==> config.mk <==
export PLATFORM = sky130hd
export DESIGN_NAME = sflash_sched
export DESIGN_NICKNAME = d
export VERILOG_FILES = /design/src/rtl/sflash_sched.sv
export SDC_FILE = /design/constraint.sdc
export NUM_CORES = 1
export LEC_CHECK = 0
export CORE_ASPECT_RATIO = 1.5
export CORE_MARGIN = 2
export CORE_UTILIZATION = 46
export DETAILED_ROUTE_END_ITERATION = 10
export PLACE_DENSITY = 0.81
export SYNTH_ARGS = -nofsm -noshare
export SYNTH_HDL_FRONTEND = slang
export SYNTH_SLANG_ARGS = --single-unit
==> constraint.sdc <==
create_clock -name clk -period 2 [get_ports clk]
set_input_delay 0.6 -clock clk [delete_from_list [all_inputs] [get_ports clk]]
set_output_delay 0.6 -clock clk [all_outputs]
set_load 0.02 [all_outputs]
==> src/rtl/sflash_sched.sv <==
// Transaction scheduler in front of the sflash byte engine: shares the engine between
// a hardware quad-read fetch port and a CPU raw byte channel, arbitrating only between transactions.
module sflash_sched #(
  parameter logic [7:0] RD_CMD  = 8'h6B,
  parameter logic [2:0] FMT_SPI = 3'd2,
  parameter logic [2:0] FMT_QIN = 3'd6,
  parameter logic [2:0] FMT_END = 3'd0
) (
  input  logic        clk,
  input  logic        arst,
  input  logic        f_req,
  input  logic [23:0] f_addr,
  input  logic [7:0]  f_len,
  output logic        f_ack,
  output logic [7:0]  f_data,
  output logic        f_valid,
  output logic        f_done,
  input  logic        c_lock,
  output logic        c_gnt,
  input  logic        c_wr,
  input  logic [7:0]  c_din,
  input  logic [2:0]  c_fmt,
  output logic        c_ready,
  output logic [7:0]  c_dout,
  input  logic        e_ready,
  output logic        e_wr,
  output logic        e_who,
  output logic [7:0]  e_din,
  output logic [2:0]  e_format,
  input  logic [7:0]  e_dout
);

  typedef enum logic [3:0] {
    IDLE,
    F_CMD,
    F_A2,
    F_A1,
    F_A0,
    F_DUMMY,
    F_DATA,
    F_END,
    C_OWN
  } state_t;

  state_t      state;
  state_t      state_nx;
  logic        pend;
  logic [1:0]  blank;
  logic        last;
  logic [23:0] addr;
  logic [7:0]  cnt;
  logic        can_issue;
  logic        byte_done;
  logic        grant_f;
  logic        grant_c;

  // e_ready is not trusted for two cycles after a strobe, so the engine has time to drop it.
  assign can_issue = e_ready & ~pend;
  assign byte_done = pend & (blank == 2'd0) & e_ready;
  assign c_dout    = e_dout;

  always_comb begin
    state_nx = state;
    grant_f  = 1'b0;
    grant_c  = 1'b0;
    e_wr     = 1'b0;
    e_who    = 1'b0;
    e_din    = 8'h00;
    e_format = FMT_END;
    c_ready  = 1'b0;
    case (state)
      IDLE: begin
        // On contention the side that was not served last wins.
        if (f_req && (!c_lock || last)) begin
          grant_f  = 1'b1;
          state_nx = F_CMD;
        end else if (c_lock) begin
          grant_c  = 1'b1;
          state_nx = C_OWN;
        end
      end
      F_CMD: begin
        e_din    = RD_CMD;
        e_format = FMT_SPI;
        e_wr     = can_issue;
        if (byte_done) state_nx = F_A2;
      end
      F_A2: begin
        e_din    = addr[23:16];
        e_format = FMT_SPI;
        e_wr     = can_issue;
        if (byte_done) state_nx = F_A1;
      end
      F_A1: begin
        e_din    = addr[15:8];
        e_format = FMT_SPI;
        e_wr     = can_issue;
        if (byte_done) state_nx = F_A0;
      end
      F_A0: begin
        e_din    = addr[7:0];
        e_format = FMT_SPI;
        e_wr     = can_issue;
        if (byte_done) state_nx = F_DUMMY;
      end
      F_DUMMY: begin
        e_format = FMT_SPI;
        e_wr     = can_issue;
        if (byte_done) state_nx = F_DATA;
      end
      F_DATA: begin
        e_format = FMT_QIN;
        e_wr     = can_issue;
        if (byte_done && cnt == 8'd0) state_nx = F_END;
      end
      F_END: begin
        e_format = FMT_END;
        e_wr     = can_issue;
        if (byte_done) state_nx = IDLE;
      end
      C_OWN: begin
        e_who    = 1'b1;
        e_din    = c_din;
        e_format = c_fmt;
        c_ready  = can_issue;
        e_wr     = c_wr & can_issue;
        // A strobe in the same cycle as the unlock is still honoured before releasing.
        if (!c_lock && can_issue && !c_wr) state_nx = IDLE;
      end
      default: state_nx = IDLE;
    endcase
  end

  always_ff @(posedge clk or posedge arst) begin
    if (arst) begin
      state   <= IDLE;
      pend    <= 1'b0;
      blank   <= 2'd0;
      last    <= 1'b1;
      addr    <= 24'h000000;
      cnt     <= 8'h00;
      f_ack   <= 1'b0;
      f_valid <= 1'b0;
      f_done  <= 1'b0;
      f_data  <= 8'h00;
      c_gnt   <= 1'b0;
    end else begin
      state   <= state_nx;
      f_ack   <= grant_f;
      f_valid <= 1'b0;
      f_done  <= 1'b0;

      if (e_wr) begin
        pend  <= 1'b1;
        blank <= 2'd2;
      end else if (pend) begin
        if (blank != 2'd0) blank <= blank - 2'd1;
        else if (e_ready)  pend  <= 1'b0;
      end

      if (grant_f) begin
        addr <= f_addr;
        cnt  <= f_len;
        last <= 1'b0;
      end
      if (grant_c) begin
        last  <= 1'b1;
        c_gnt <= 1'b1;
      end
      if (state == C_OWN && state_nx == IDLE) c_gnt <= 1'b0;

      if (state == F_DATA && byte_done) begin
        f_valid <= 1'b1;
        f_data  <= e_dout;
        if (cnt != 8'd0) cnt <= cnt - 8'd1;
      end
      if (state == F_END && byte_done) f_done <= 1'b1;
    end
  end

endmodule

==> flow_metrics.tcl <==
set metrics [dict create \
    worstSkewPairLatency_ns 0.31 \
    synth_largest_area_cell "dfrtp_1" \
    nets 504 \
    ios 91 \
    status "complete, but fails checks" \
    dr.pass1.iters 5 \
    yosys.area_share.adder_pct 1.40 \
    slew_viol_final 0 \
    dieArea_um2 6490 \
    antenna_found_initial 0 \
    rsz0062_at_grt "true" \
    cp_max_fo 6 \
    setup_viol 14 \
    hold_path_depth 2 \
    grt.total_usage_pct 25.2 \
    ys_top_cells_by_area "dfrtp_1 47%, nand2_1 15%, a21oi_1 3.5%, nand3_1 2.8%, buf_4 2.5%" \
    fin_util_pct 76.3 \
    port_buffers 90 \
    yosys_warnings 0 \
    clockRootBuffer "clkbuf_8" \
    period_minus_slack_ns 2.33 \
    fillCellCount 391 \
    async_reset_ff_share_pct 100 \
    drt-wirelength-per-cell_um 16.5 \
    vias 2888 \
    ant_nets 0 \
    drt_wl_total_mm 8.56 \
    dieHeight_um 97.6 \
    yosys.area_share.simple_pct 28.3 \
    multi_input_area_um2 1450 \
    synth_compound_area_share_pct 12.3 \
    ff_latch_area_um2 1310 \
    cts_buffers 5 \
    synth-xor-area-share_pct 0.977 \
    syn-instance-count 317 \
    numClockSinks 52 \
    synthFlopType "dfrtp_1" \
    routabilityCongestion 0.905 \
    htree_levels 2 \
    seq_area_frac_synth_pct 48.4 \
    final_area_um2 4380 \
    crit_path_end_kind "primary output" \
    die_w_um 66.4 \
    synthDominantCellAreaShare_pct 47.5 \
    cp-start-kind "register" \
    synth.cell_area_um2 2690 \
    cap_violations 0 \
    drive_above_1_share_pct 30.3 \
    fin_ws_ns -0.331 \
    ys_top_cells_by_count "108 x nand2_1, 51 x dfrtp_1, 19 x a21oi_1" \
    area_delta_synth_final_pct 63.0 \
    placed_area_um2 3950 \
    power.density_nw_per_um2 1400 \
    viasPerCell 5.59 \
    crit_required_ns 1.40 \
    clock_path_buffers 2 \
    path_clk_slew_ns 0.09 \
    post-route-period-util_pct 117 \
    ys_ff_latch 52 \
    arrival_ns 1.73 \
    dp_hpwl_mm 5.64 \
    min_path_type "reg2reg" \
    p_leak_uw 0.00204 \
    violations "negative setup slack" \
    yosysMostFrequentCell "nand2_1" \
    ir_worst_vdd_uv 694 \
    grt_max_degree 22 \
    synth.distinct_cells 41 \
    worst_pin_slew_ns 0.563 \
    synth_nets 377 \
    remaining_drc_errors 0 \
    hold_viol_final 0 \
    antenna_cells 0 \
    initial_utilization_pct 46.8 \
    overflow 0 \
    rows 34 \
    synthMuxAreaShare_pct 2.23 \
    worst-setup-path-type "reg2out" \
    grt_pass1_vias 2846 \
    synth_top_family_by_area "simple AND/OR/NAND/NOR gates" \
    max_freq_mhz 429 \
    relSlewSlack_pct 62.1 \
    first_iter_violations 215 \
    synth_edf_count 0 \
    coreArea_um2 5740 \
    grt_pass1_wl_mm 12.7 \
    r2r_cells 8 \
    synth.avg_cell_area_um2 8.48 \
    cts_tree "done" \
    pre_cts_ws_ns -0.654 \
    skew_ns 0.0121 \
]
[per-layer routing]
layer	up-vias	GRT usage [%]	share of wire, %
li1	1324	-	-
met1	1395	27.6	37
met2	137	46.5	55
met3	32	4.17	5.6
met4	0	9.89	3.0
met5	-	0	0
[metrics by stage]
stage	std cells	total power [µW]	hold slack [ns]	TNS (ns)
final	517	6140	0.481	-3.58
after global routing	517	6460	0.521	-4.32
after CTS	510	5860	0.483	-2.99
after detailed placement	497	4530	0.461	-14.91
after global placement	497	4420	0.459	-14.29
after floorplan	317	3360	0.445	-0.0742
[registers in the layout, summed over array words and instances, names as in the netlist]
register and count:
addr 24, blank 2, c_gnt 1, cnt 8, f_ack 1, f_data 8, f_done 1, f_valid 1
last 1, pend 1, state 4
[placed cells by master (no fill, tap or decap), types with 3 or more instances in the layout]
cell type	count
buf_4	50
inv_1	6
buf_6	17
o21ai_0	4
mux2i_1	5
nand2_1	107
nand2b_1	6
a32oi_1	4
a22oi_2	5
nor4_1	4
a21oi_2	10
clkdlybuf4s50_1	68
dfrtp_1	47
bufinv_16	3
clkbuf_8	5
nand4_1	5
o211ai_1	3
and3_1	3
nor2_1	8
nand3_1	13
clkbuf_2	6
ha_1	3
a21oi_1	8
a2bb2oi_2	5
dfrtp_2	4
o22ai_2	5
[final cells by class]
type,instances,area share [%]
Clock buffer,5,1.57
Inverter,9,0.914
Timing Repair Buffer,145,30.6
Tap cell,72,2.06
Sequential cell,52,29.8
Multi-Input combinational cell,231,33.0
Clock inverter,3,2.06
[where the power goes]
part           internal, µW  switching (µW)  total, µW
logic                  1640            1710       3350
clock network           625             350        976
registers              1460             356       1810
total                  3720            2420       6140
[critical path, cell delays in order, from the launching register on]
cell and delay [ns]:
dfrtp_2 0.45, buf_6 0.14, nor3_2 0.16, buf_4 0.18, nand3_1 0.15, a21oi_4 0.20, buf_6 0.13
[repair_timing]
action,CTS,global route
hold buffers,0,0
pin swaps,16,14
setup endpoints to repair,47,43
endpoints found under the hold margin,0,0
buffers inserted,6,7
resized for setup,131,23
[kinds of logic after synthesis]
family,after synthesis
muxes,6
buffers and inverters,34
DFF,52
AOI/OAI and AO/OA,51
xor gates and xnor gates,3
and+or+nand+nor,168
adders and majority gates,3
[path summary, 6_finish.rpt]
| kind | slack, ns | start | end |
|---|---|---|---|
| hold / removal | 0.48 | f_data[3]$_DFFE_PP0P_ | f_data[3]$_DFFE_PP0P_ |
| setup reg to reg | 0.08 | state[1]$_DFF_PP0_ | addr[13]$_DFFE_PP0P_ |
| hold reg to reg | 0.48 | f_data[3]$_DFFE_PP0P_ | f_data[3]$_DFFE_PP0P_ |
| max in group asynchronous | 0.93 | arst | last$_DFFE_PP1P_ |
| setup / recovery | -0.33 | state[0]$_DFF_PP0_ | e_wr |
| min in group asynchronous | 0.55 | arst | cnt[5]$_DFF_PP0_ |
No activity file was read; power rests on OpenSTA's default activity.
